--- config.mk ---
export PLATFORM = sky130hd
export DESIGN_NAME = jpeg_bitstream_unpacker
export DESIGN_NICKNAME = d
export VERILOG_FILES = /design/src/rtl/jpeg_bitstream_unpacker.sv
export SDC_FILE = /design/constraint.sdc
export NUM_CORES = 1
export LEC_CHECK = 0
export CORE_MARGIN = 2
export CORE_UTILIZATION = 55
export DETAILED_ROUTE_END_ITERATION = 6
export GPL_ROUTABILITY_DRIVEN = 1
export PLACE_DENSITY = 0.77
export RECOVER_POWER = 25
export REMOVE_ABC_BUFFERS = 1
export SYNTH_ARGS = -nofsm -noshare
export SYNTH_HDL_FRONTEND = slang
export SYNTH_SLANG_ARGS = --single-unit
--- constraint.sdc ---
create_clock -name clk -period 8 [get_ports clk]
set_clock_uncertainty 0.15 [all_clocks]
set_input_delay 1.6 -clock clk [delete_from_list [all_inputs] [get_ports clk]]
set_output_delay 1.6 -clock clk [all_outputs]
set_load 0.02 [all_outputs]
--- src/rtl/jpeg_bitstream_unpacker.sv ---
// rtl/jpeg_bitstream_unpacker.sv - JPEG scan byte unstuffer, marker detector and MSB-first bit window
// Bits are kept MSB-aligned in the buffer; everything below avail_cnt is held at zero.
module jpeg_bitstream_unpacker #(
  parameter int BUF_W  = 32,
  parameter int PEEK_W = 16
) (
  input  logic              clk,
  input  logic              rst,
  input  logic [7:0]        in_data,
  input  logic              in_valid,
  output logic              in_ready,
  output logic [PEEK_W-1:0] peek_bits,
  output logic [5:0]        avail_cnt,
  input  logic              consume_en,
  input  logic [4:0]        consume_len,
  output logic              err_underflow,
  output logic              marker_valid,
  output logic [7:0]        marker_code,
  input  logic              marker_ack
);

  typedef enum logic [1:0] {
    RUN    = 2'd0,
    SAW_FF = 2'd1,
    MARKER = 2'd2
  } state_t;

  localparam logic [5:0] FILL_LIMIT = 6'(BUF_W - 8);

  state_t           state;
  state_t           state_next;
  logic [BUF_W-1:0] buffer;

  logic             accept;
  logic             append_en;
  logic [7:0]       append_byte;
  logic             marker_set;
  logic             marker_clr;

  logic             consume_req;
  logic             underflow;
  logic [5:0]       shift_amt;
  logic [5:0]       surviving;
  logic [BUF_W-1:0] shifted;
  logic [BUF_W-1:0] placed;
  logic [BUF_W-1:0] buffer_next;
  logic [5:0]       avail_next;

  assign in_ready = (state != MARKER) && (avail_cnt <= FILL_LIMIT);
  assign accept   = in_valid && in_ready;

  // Underflow is judged against the pre-append count, so a same-cycle byte never rescues it.
  assign consume_req = consume_en && (consume_len != 5'd0);
  assign underflow   = consume_req && ({1'b0, consume_len} > avail_cnt);
  assign shift_amt   = (consume_req && !underflow) ? {1'b0, consume_len} : 6'd0;
  assign surviving   = avail_cnt - shift_amt;
  assign shifted     = buffer << shift_amt;
  assign placed      = {append_byte, {(BUF_W-8){1'b0}}} >> surviving;
  assign buffer_next = append_en ? (shifted | placed) : shifted;
  assign avail_next  = append_en ? (surviving + 6'd8) : surviving;

  assign peek_bits = buffer[BUF_W-1 -: PEEK_W];

  always_ff @(posedge clk) begin
    if (rst) begin
      state <= RUN;
    end else begin
      state <= state_next;
    end
  end

  always_comb begin
    state_next  = state;
    append_en   = 1'b0;
    append_byte = in_data;
    marker_set  = 1'b0;
    marker_clr  = 1'b0;
    case (state)
      RUN: begin
        if (accept) begin
          if (in_data == 8'hFF) begin
            state_next = SAW_FF;
          end else begin
            append_en = 1'b1;
          end
        end
      end
      SAW_FF: begin
        if (accept) begin
          if (in_data == 8'h00) begin
            append_en   = 1'b1;
            append_byte = 8'hFF;
            state_next  = RUN;
          end else if (in_data != 8'hFF) begin
            marker_set = 1'b1;
            state_next = MARKER;
          end
        end
      end
      MARKER: begin
        if (marker_ack) begin
          marker_clr = 1'b1;
          state_next = RUN;
        end
      end
      default: state_next = RUN;
    endcase
  end

  always_ff @(posedge clk) begin
    if (rst) begin
      buffer        <= '0;
      avail_cnt     <= 6'd0;
      err_underflow <= 1'b0;
      marker_valid  <= 1'b0;
      marker_code   <= 8'h00;
    end else begin
      buffer        <= buffer_next;
      avail_cnt     <= avail_next;
      err_underflow <= underflow;
      if (marker_set) begin
        marker_valid <= 1'b1;
        marker_code  <= in_data;
      end else if (marker_clr) begin
        marker_valid <= 1'b0;
      end
    end
  end

endmodule

After elaboration in Yosys (flattened, before gate mapping)
Cells that the tools add are included.
Widths: inputs -> output; s select.
- order comparisons: 2
- add/subtract/negate cells: 2
- mux-type cells: 26
- equal/unequal tests: 10
- shifts and indexed selects: 2
- bitwise gates (word level): 1
- reductions and logical operators: 11
- operators with widths (cell ; count):
    $mux 32 ; 1
    $or 32x32->32 ; 1
    $shl 32x5->32 ; 1
    $shr 32x6->32 ; 1
    $mux 8 ; 3
    $mux 1 ; 12
    $mux 2 ; 6
    $ne 2x2->1 const B ; 5
    $eq 8x8->1 const B ; 1
    $logic_not 8->1 ; 1
    $ne 8x8->1 const B ; 1
    $add 6x4->6 const B ; 1
    $gt 5x6->1 ; 1
    $le 6x5->1 const B ; 1
    $mux 6 ; 1
    $pmux 2 s3 ; 1
    $sub 6x5->6 ; 1
    $logic_and 1x1->1 ; 5
    $mux 5 ; 1
    $reduce_and 5->1 ; 1
    $reduce_bool 5->1 ; 1
    $ne 3x3->1 const B ; 1
    $eq 2x1->1 const B ; 1
    $eq 2x2->1 const B ; 1
    4 further kinds ; 4
- bits of input ports: 18
- word-level logic and storage cells: 60
- output and inout port bits: 33
- register bits after elaboration: 50

Depth between registers and ports, before layout
Gate-level depths: netlist (run 1).
- depth after elaboration: 10
- mapped depth: 20
- mapped depth without buffers: 17

Worst setup path after synthesis (run 1)
No wires, ideal clock.
- path kind: input-to-reg
- start point: in consume_len[0]
- end point: reg buffer[15]
- setup time: 132 ps
- cell stages on the path: 18
- data required time: 7718 ps
- path slack: 2347 ps
- path buffers: 3
- arrival time: 5371 ps
- cells stage by stage: buf_2 > clkinv_1 > ha_1 > nand2_1 > o21a_1 > o21ai_1 > and3_1 > clkbuf_1 > inv_1 > buf_2 > ha_1 > nor2b_1 > a221o_1 > a211oi_1 > nor3_2 > nor3b_1 > a31oi_1 > a21oi_1
- cells in the longest elaborated chain, start to end: 10
- elaborated cells on any way between the ends: 12
- those cells by class: 1 x add/sub; 1 x order compare; 2 x shift; 2 x mux; 1 x bitwise; 5 x reduce/logical
- ends and longest elaborated chain (what ; line ; source):
    start, declared ; 15 ; input logic [4:0] consume_len,
    parallel branches: the longest is 5 deep, another holds $gt 5x6->1 ; n/a ;
    $mux 5 * ; 55 ; assign shift_amt = (consume_req && !underflow) ? {1'b0, consume_len} : 6'd0;
    $sub 6x5->6 ; 56 ; assign surviving = avail_cnt - shift_amt;
    $shr 32x6->32 ; 58 ; assign placed = {append_byte, {(BUF_W-8){1'b0}}} >> surviving;
    $or 32x32->32 ; 59 ; assign buffer_next = append_en ? (shifted | placed) : shifted;
    $mux 32 * ; 59 ;
    end signal, assigned ; 118 ; buffer <= buffer_next;
    end, declared ; 32 ; logic [BUF_W-1:0] buffer;
Mark *: on every way between the ends.
A chain may end at the register's enable or synchronous reset.

Worst setup path after layout (run 1)
- start point: in consume_len[1]
- end point: reg buffer[31]
Same word-level chain as after synthesis.

==> qor.yml, run 1 <==
timing:
  final-setup-viol-count: 0
  slew_headroom_pct: 34.8
  fin_ws_ns: 1.52
  slew_violations: 0
  finalSetupTns_ns: 0
  fin_crit_ns: 6.48
  tightest_slew_ns: 0.974
  rsz0062_at_grt: "false"
  hold_violations: 0
  fin_crit_sh_pct: 81.1
  max_freq_mhz: 154
floorplanning:
  die_x_um: 100
  start_util_pct: 56.0
  pin_count: 51
  rows: 35
  core_area_um2: 9110
  die_h_um: 100
  dieArea_um2: 10100
place:
  dpl.hpwl_um: 14400
  post-place-ws_ns: 1.32
  gp_congestion: 1.07
  placed_cell_area_um2: 5510
  portBuffers: 50
worst_setup_path:
  crit_path_end_kind: "flop"
  path_delay_family: "compound AO/OA/AOI/OAI gates"
  cp_cell_sequence: "clkdlybuf4s50_1 > buf_4 > ha_1 > nand2b_1 > a21oi_1 > o21ai_2 > and3_1 > inv_1 > ha_1 > nor3b_1 > a221o_1 > a211oi_1 > buf_4 > a211oi_4 > nand2_2 > or2_4 > and3_4 > a221oi_2"
  crit_slowest_cell: "a211oi_4"
  critPathMaxStageDelay_ns: 0.53
  start_kind: "input port"
  worst-path-buf-inv: 4
  crit_type: "in -> reg"
  crit_path_max_fanout: 23
  cp.arrival_ns: 6.57
  required_ns: 8.08
power:
  internal_power_mw: 1.05
  p_leak_nw: 2.14
  ir_drop_mv: 0.275
  seqPwrFrac_pct: 19.8
  power.clock.fraction_pct: 7.6
  p_comb_share_pct: 72.6
  p_sw_share_pct: 55.1
  p_per_area_nw_per_um2: 417
  p_sw_mw: 1.29
drt:
  vias: 5847
  first_iter_violations: 758
  first_pass_iters: 6
  routed_wl_um: 19500
  vias_per_cell: 7.04
  wl_per_cell_um: 23.5
  drt.antenna.violating_nets: 0
  drc: 0
yosys:
  syn-cell-area_um2: 5100
  synth-seq-area-share_pct: 19.6
  ys_top_cells_by_area: "dfxtp_1, mux2i_1, nor2_1, a21oi_1, o21ai_0"
  synth_edf_count: 0
  ys_ff_latch: 50
  synth_flop_cell: "dfxtp_1"
  syn-instance-count: 717
  async_reset_ff_share_pct: 0
  synth_top_area_cell: "dfxtp_1"
  netlist.area_leader.share_pct: 19.6
  ys_types: 74
  synth_warnings: 0
  synth_area_per_cell_um2: 7.12
status:
  status: "complete, no violations"
clock_network:
  cts_resized: 0
  clockBufferDepth: 2
  clk_latency_ns: 0.31
  clock-sinks: 50
  cts_setup_buffers: 0
  clkTransAtPathRegs_ns: 0.10
  holdBufCountCts: 0
  htreeDepth: 2
  cts_made_buffers: 5
  cts-root-buf: "clkbuf_8"
  tritoncts: "done"
finish:
  fillers: 883
  area_growth_pct: 10.2
  n_antenna_cell: 0
  final_common_cell: "nor2_1"
  drive_above_1_share_pct: 7.37
  fin_nets: 747
  layout_common_cells: "nor2_1, a21oi_1, nand2_1, dfxtp_1, o21ai_0"
  final_area_um2: 5620
  finish.utilization_pct: 61.7
grt:
  grt_usage_pct: 38.6
  grt_pass1_wl_um: 30500
  antenna_found_initial: 0
  grt_max_degree: 47
  first_global_vias: 5576
  grt_overflow: 0
hold_path:
  hold_class: "reg -> reg"
job:
  max-cap-violations: 0
-- synthesized netlist by cell type, types with 5 or more instances --
master and count:
nand3_1 23, a211oi_1 11, o32ai_1 5, a2bb2oi_1 6
nor2b_1 5, o22ai_1 20, nor3_1 21, o211ai_1 11
dfxtp_1 50, o21ai_1 5, mux2_2 14, ha_1 10
buf_2 15, o21ai_0 48, buf_4 16, a21o_1 8
clkbuf_1 38, o21a_1 7, mux2i_1 33, and3_1 8
a21oi_1 51, nor2_1 85, a22o_1 9, a31oi_1 14
nand2_1 50, and2_1 6, nand2b_1 9, nand4_1 7
or3_1 13, inv_1 21, a22oi_1 14
-- final cells by class --
type,instances,area [um2],share of cell area (%)
inverter,22,82.6,1.47
tap,111,139,2.47
clock buffer,8,110,1.96
multi-input combinational,573,3670,65.3
sequential,50,1000,17.8
timing repair buffer,66,616,11.0
-- registers in the layout, indices dropped and copies added, names as in the netlist --
register,cells
avail_cnt,6
marker_valid,1
buffer,32
err_underflow,1
marker_code,8
state,2
-- power groups by stage --
stage,Combinational (mW),Sequential [mW],Clock [mW]
finish,1.70,0.465,0.179
global route,1.82,0.468,0.186
CTS,1.66,0.455,0.179
detailed placement,1.65,0.462,0
global placement,1.64,0.458,0
floorplan,1.05,0.471,0
-- path summary, 6_finish.rpt --
check | from | end | slack [ns] | cells past startpoint
hold reg to reg | marker_code[1] | marker_code[1] | 0.35 | 2
hold / removal | marker_code[1] | marker_code[1] | 0.35 | 2
setup / recovery | consume_len[1] | buffer[31] | 1.52 | 18
setup reg to reg | avail_cnt[4] | buffer[31] | 2.88 | 17
-- routing by layer --
metal / up-vias / global-route usage [%] / part of all wire, %
met5: - / 0 / 0
met4: 0 / 15.7 / 3.6
met3: 72 / 6.34 / 9.9
met2: 404 / 63.4 / 47
met1: 2697 / 50.4 / 40
li1: 2674 / - / -
-- cell families (layout without fill, tap and decap cells) --
group	count (synthesis)	after routing	share of synthesized area, %
AO/OA/AOI/OAI	261	261	34.8
flip-flops	50	50	19.6
AND/OR/NAND/NOR	248	248	23.6
adder cells (fa/ha/maj)	11	11	2.84
XOR/XNOR	6	6	1.03
multiplexers	47	47	9.56
buffers and inverters	94	96	8.46
-- tightest hold or removal path, stage by stage, from the launching register on --
cell	delay [ns]
dfxtp_1	0.33
mux2i_1	0.07
nor2_1	0.07
-- stage by stage --
step                      cells  hold WS, ns  total power, mW
after detailed placement    822        0.332             2.11
after global placement      822        0.326             2.10
after CTS                   830        0.351             2.29
final                       830        0.353             2.35
after global routing        830        0.374             2.47
after floorplan             645        0.292             1.52
(Power assumes the default switching activity.)
==> run 2, diff against run 1 <==
Clock period 8 ns to 6.5 ns, I/O delays scaled along.
==> run 2 against run 1 <==
Effect of this change: combinational power up 25%; non-clock buffer count up 7; wire length up 2.5%; cell count up 0.72%; worst setup slack worse by 0.59 ns; worst hold slack worse by 0.0086 ns; total power up 23%; sequential power up 22%; count of clock-buffer cells in the layout down 2; die area unchanged; register-to-register slack worse by 0.89 ns; clock power up 3%.
==> qor.yml, run 2 (synthesis gave the netlist of run 1 again) <==
power:
  power_mw: 2.87  # +23%
  p_sw_share_pct: 55.7  # +0.57 points
  ir_drop_mv: 0.259  # -5.9%
  p_leak_nw: 2.15  # +0.64%
  p_sw_mw: 1.60  # +24%
  p_per_area_nw_per_um2: 509  # +22%
  p_comb_share_pct: 73.8  # +1.2 points
  internal_power_mw: 1.27  # +21%
  power.clock.fraction_pct: 6.4  # -1.2 points
  seqPwrFrac_pct: 19.7  # about the same
finish:
  area_growth_pct: 10.6
  drive_above_1_share_pct: 8.00  # +0.63 points
  reg_top3: "buffer (32), marker_code (8), avail_cnt (6)"
  final_common_cell: "nor2_1"
  layout_common_cells: "nor2_1, a21oi_1, nand2_1, dfxtp_1, o21ai_0"
  final_area_um2: 5640  # +0.40%
  fillers: 858  # -2.8%
  largest-register: "buffer"
  largest_reg_flops: 32  # unchanged
  finish.utilization_pct: 62.0  # +0.25 points
  n_antenna_cell: 0  # unchanged
  fin_nets: 754  # +0.94%
place:
  portBuffers: 50  # unchanged
  post-place-ws_ns: 0.690  # -0.632 ns
  placed_cell_area_um2: 5560  # +0.95%
  gp_congestion: 1.05  # -1.9%
  dpl.hpwl_um: 14700  # +2.0%
clock_network:
  htreeDepth: 2  # unchanged
  cts_made_buffers: 5  # unchanged
  cts_setup_buffers: 0  # unchanged
  cts-root-buf: "clkbuf_8"
  holdBufCountCts: 0  # unchanged
  clkTransAtPathRegs_ns: 0.08  # -0.02 ns
  clk_latency_ns: 0.31  # about the same
  tritoncts: "done"
  clockBufferDepth: 2  # unchanged
  cts_resized: 0  # unchanged
  clock-sinks: 50  # unchanged
worst_setup_path:
  rrSetupSlack_ns: 1.99  # -0.89 ns
  r2r-end: "buffer[31]"
  crit_end: "buffer[31]"
  rr_startpoint: "avail_cnt[4]"
  rr_worst_depth: 20  # +3
  crit_slowest_cell: "clkdlybuf4s50_1"
  crit_path_end_kind: "flop"
  crit_top_cell: "buf_4"
  start_kind: "input port"
  startpoint: "consume_len[4]"
  cp.arrival_ns: 5.63  # -0.94 ns
  crit_type: "in -> reg"
  critPathMaxStageDelay_ns: 0.60  # +0.07 ns
  cp_cell_sequence: "clkdlybuf4s50_1 > ha_1 > a21oi_1 > nand2_1 > o21ai_2 > buf_4 > and3_1 > buf_4 > inv_1 > ha_1 > o21a_1 > o311a_1 > a211oi_1 > buf_4 > a211oi_4 > buf_4 > nand2_2 > or2_4 > and3_4 > a221oi_2"
  crit_path_max_fanout: 33  # +43%
  required_ns: 6.55  # -1.53 ns
floorplanning:
  dieArea_um2: 10100  # unchanged
  die_x_um: 100  # unchanged
  core_area_um2: 9110  # unchanged
  pin_count: 51  # unchanged
  die_h_um: 100  # unchanged
  start_util_pct: 56.0  # unchanged
  rows: 35  # unchanged
grt:
  grt_pass1_wl_um: 31300  # +2.6%
  first_global_vias: 5681  # +1.9%
  grt_overflow: 0  # unchanged
  grt_max_degree: 47  # unchanged
  antenna_found_initial: 0  # unchanged
  grt_usage_pct: 39.6  # +1.0 points
timing:
  finalSetupTns_ns: 0  # unchanged
  fin_crit_sh_pct: 85.8
  fin_crit_ns: 5.58
  tightest_slew_ns: 1.03  # +0.0536 ns
  final-setup-viol-count: 0  # unchanged
  hold_violations: 0  # unchanged
  slew_headroom_pct: 31.0  # -3.8 points
  rsz0062_at_grt: "false"
  fin_ws_ns: 0.924  # -0.592 ns
  slew_violations: 0  # unchanged
  max_freq_mhz: 179
drt:
  first_pass_iters: 5  # -1
  first_iter_violations: 837  # +10%
  vias: 5964  # +2.0%
  routed_wl_um: 20000  # +2.5%
  drc: 0  # unchanged
  vias_per_cell: 7.13  # +1.3%
  drt.antenna.violating_nets: 0  # unchanged
  wl_per_cell_um: 24.0  # +1.8%
hold_path:
  hold_class: "reg -> reg"
status:
  status: "complete, no violations"
job:
  max-cap-violations: 0  # unchanged
## run 2: changes by cell type in the layout (fill, tap and decap cells not counted)
cell / before / now
clkinvlp_4: 0 / 1
clkbuf_1: 0 / 1
buf_4: 16 / 23
clkbuf_8: 8 / 5
## run 2: worst min-delay path by stage
stage	start	cells past startpoint	endpoint	slack [ns]
after floorplan	state[1]	1	state[0]	0.29
after global placement	state[1]	1	state[0]	0.33
after detailed placement	marker_code[3]	2	marker_code[3]	0.34
after CTS	state[1]	1	state[0]	0.35
after global routing	state[1]	1	state[0]	0.37
final	marker_code[3]	2	marker_code[3]	0.34
## run 2: metrics by stage
step | instances | hold slack (ns)
finish | 836 | 0.345
global route | 836 | 0.371
CTS | 836 | 0.348
detailed placement | 829 | 0.336
global placement | 829 | 0.327
floorplan | 645 | 0.292
## run 2: cell type report
class                   instances  area (um2)  area share (%)
multi-input cells             573        3670            65.1
flip-flops and latches         50        1000            17.7
repair buffers                 73         668            11.8
well taps                     111         139            2.46
inverters                      22        82.6            1.46
clock buffers                   6        72.6            1.29
clock inverters                 1        7.51           0.133
## run 2: power by group through the flow
stage | clock network [mW] | registers (mW) | logic (mW)
floorplan | 0 | 0.579 | 1.30
global placement | 0 | 0.558 | 2.03
detailed placement | 0 | 0.564 | 2.05
CTS | 0.186 | 0.556 | 2.06
global route | 0.195 | 0.574 | 2.25
finish | 0.185 | 0.568 | 2.12
## run 2: per-layer routing
metal | GRT usage (%) | wire (um) | up-vias
met5 | 0 | 0 | -
met4 | 17.1 | 935 | 0
met3 | 4.60 | 1940 | 94
met2 | 63.9 | 9180 | 415
met1 | 53.5 | 7980 | 2759
li1 | - | - | 2696
## run 2: worst max-delay path: cells and delay by family
| kind | cells | cell delay, ns |
|---|---|---|
| buffers and inverters | 6 | 1.68 |
| and+or+nand+nor | 5 | 0.80 |
| AOI/OAI and AO/OA | 7 | 1.15 |
| adders and majority gates | 2 | 0.68 |
==> run 3, diff against run 2 <==
Settings changed: CORE_ASPECT_RATIO from default to 1.75, RECOVER_POWER 25 to 100.
==> run 3 against run 2 <==
Effect of this change: the run now ends with capacitance limit left; sequential power shrank 1%; fmax shrank 5.4%; combinational power is essentially flat; core utilization grew 1.3 points; clock power grew 90%; design area grew 1.3%; register-to-register slack lost 0.18 ns; critical path depth shrank 2; flip-flop and latch count is the same; worst setup slack lost 0.32 ns; largest cell class unchanged; highest routed layer unchanged.
==> qor.yml, run 3 (synthesis gave the netlist of run 1 again) <==
grt:
  grt_usage_pct: 40.6  # +1.0 points
  grt_overflow: 0  # unchanged
  gr-usage-met1_pct: 42.6  # -11 points
  grt_use_met3_pct: 6.32  # +1.7 points
  grt.busiest_layer: "met2"
  grt_pass1_wl_um: 32400  # +3.5%
  antenna_found_initial: 0  # unchanged
  grt_use_met2_pct: 70.5  # +6.6 points
  first_global_vias: 6032  # +6.2%
  grt_max_degree: 47  # unchanged
finish:
  largest_reg_flops: 32  # unchanged
  layout_common_cells: "nor2_1, a21oi_1, nand2_1, o21ai_0, dfxtp_1"
  final_common_cell: "nor2_1"
  fillers: 900  # +4.9%
  reg_top3: "buffer (32), marker_code (8), avail_cnt (6)"
  drive_above_1_share_pct: 7.04  # -0.96 points
  n_antenna_cell: 0  # unchanged
  largest-register: "buffer"
  finish.utilization_pct: 63.3  # +1.3 points
  fin_nets: 752  # -0.27%
  area_growth_pct: 12.1
timing:
  final-setup-viol-count: 0  # unchanged
  slew_headroom_pct: 1.22  # -30 points
  max_freq_mhz: 170  # -5.4%
  hold_violations: 0  # unchanged
  rsz0062_at_grt: "false"
  finalSetupTns_ns: 0  # unchanged
  slew_violations: 0  # unchanged
  fin_crit_sh_pct: 90.7  # +4.9 points
  fin_crit_ns: 5.89  # +0.317 ns
  tightest_slew_ns: 1.47  # +0.438 ns
drt:
  wl_per_cell_um: 24.8  # +3.4%
  first_iter_violations: 805  # -3.8%
  first_pass_iters: 6  # +1
  vias_per_cell: 7.23  # +1.4%
  vias: 6104  # +2.3%
  routed_wl_um: 20900  # +4.4%
  drt.antenna.violating_nets: 0  # unchanged
  drc: 0  # unchanged
hold_path:
  hp-start: "state[1]"
  hold_path_end: "state[0]"
  whs_path_depth: 1  # -1
  hold_class: "reg -> reg"
clock_network:
  holdBufCountCts: 0  # unchanged
  tritoncts: "done"
  cts-root-buf: "clkbuf_16"
  clock-sinks: 50  # unchanged
  clockBufferDepth: 2  # unchanged
  clk_latency_ns: 0.30  # about the same
  cts_setup_buffers: 0  # unchanged
  htreeDepth: 2  # unchanged
  cts_made_buffers: 5  # unchanged
  cts_resized: 0  # unchanged
  clkTransAtPathRegs_ns: 0.07  # about the same
worst_setup_path:
  crit_top_cell: "ha_1"
  crit_slowest_cell: "clkbuf_1"
  crit_type: "in -> reg"
  rr_worst_depth: 18  # -10%
  rr_startpoint: "avail_cnt[4]"
  crit_path_max_fanout: 45  # +36%
  r2r-end: "buffer[31]"
  cp.arrival_ns: 5.96  # +0.33 ns
  critPathMaxStageDelay_ns: 0.67  # +0.07 ns
  required_ns: 6.56  # about the same
  start_kind: "input port"
  crit_path_end_kind: "flop"
  rrSetupSlack_ns: 1.81  # -0.18 ns
  cp_cell_sequence: "dlygate4sd3_1 > ha_1 > nand3_1 > a21oi_1 > o21a_1 > buf_4 > nor2_1 > inv_1 > ha_1 > nor2b_1 > o21ai_0 > nand2b_1 > xnor2_1 > clkbuf_1 > nand2_2 > or2_0 > and3_4 > a221oi_2"
power:
  p_leak_nw: 2.22  # +3.1%
  ir_drop_mv: 0.451  # +74%
  p_per_area_nw_per_um2: 528  # +3.7%
floorplanning:
  die_x_um: 76.8  # -23%
  core_area_um2: 9040  # -0.80%
  die_h_um: 131  # +31%
  rows: 46  # +31%
  start_util_pct: 56.5  # +0.45 points
  dieArea_um2: 10100  # +0.31%
  pin_count: 51  # unchanged
status:
  status: "complete, but fails checks"
  violations: "capacitance limit"
place:
  dpl.hpwl_um: 15800  # +7.1%
  portBuffers: 50  # unchanged
  gp_congestion: 1.12  # +7.0%
job:
  max-cap-violations: 1  # +1
## run 3: changes by cell type in the layout (fill, tap and decap cells not counted), sizes merged
cell,before,now
clkinvlp,1,0
dlygate4sd3,20,34
buf,24,19
clkdlybuf4s50,29,15
clkbuf,6,9
bufinv,0,2
## run 3: stage by stage
| step | worst slack (ns) | hold slack [ns] | total power, mW | instances | instance area, um2 |
|---|---|---|---|---|---|
| detailed placement | 0.857 | 0.338 | 2.62 | 836 | 5560 |
| floorplan | 0.366 | 0.292 | 1.87 | 645 | 4750 |
| finish | 0.607 | 0.347 | 3.02 | 844 | 5720 |
| CTS | 1.13 | 0.349 | 2.98 | 844 | 5760 |
| global route | 0.425 | 0.380 | 3.16 | 844 | 5720 |
| global placement | 0.975 | 0.326 | 2.60 | 836 | 5560 |
## run 3: layout make-up
class / count / area [um2] / area share, %
multi-input cells: 573 / 3640 / 63.7
inverters: 22 / 82.6 / 1.44
repair buffers: 71 / 642 / 11.2
flip-flops and latches: 50 / 1000 / 17.5
clock buffers: 6 / 139 / 2.43
clock inverters: 2 / 60.1 / 1.05
well taps: 120 / 150 / 2.63
## run 3: worst max-delay path by stage
stage	startpoint	to	cells after the start
floorplan	consume_len[4]	buffer[31]	14
global placement	consume_len[4]	buffer[31]	17
detailed placement	consume_len[4]	buffer[31]	19
CTS	consume_len[4]	buffer[31]	19
global route	consume_len[4]	buffer[31]	18
finish	consume_len[4]	buffer[31]	18
## run 3: critical path, delay by kind of cell
kind | cells | cell delay (ns)
buf+inv | 4 | 1.82
simple gates | 7 | 1.23
xor+xnor | 1 | 0.16
compound gates | 4 | 0.87
fa+ha+maj | 2 | 0.58
## run 3: routing by layer
layer / part of all wire [%] / vias to the layer above
li1: - / 2693
met3: 8.2 / 143
met4: 8.7 / 0
met1: 33 / 2812
met5: 0 / -
met2: 50 / 456
## run 3: report_power, final
part | leakage (nW) | switching (mW) | internal (mW) | total (mW)
combinational | 1.71 | 1.34 | 0.763 | 2.11
sequential | 0.409 | 0.153 | 0.407 | 0.560
clock | 0.0971 | 0.120 | 0.231 | 0.352
total | 2.22 | 1.62 | 1.40 | 3.02
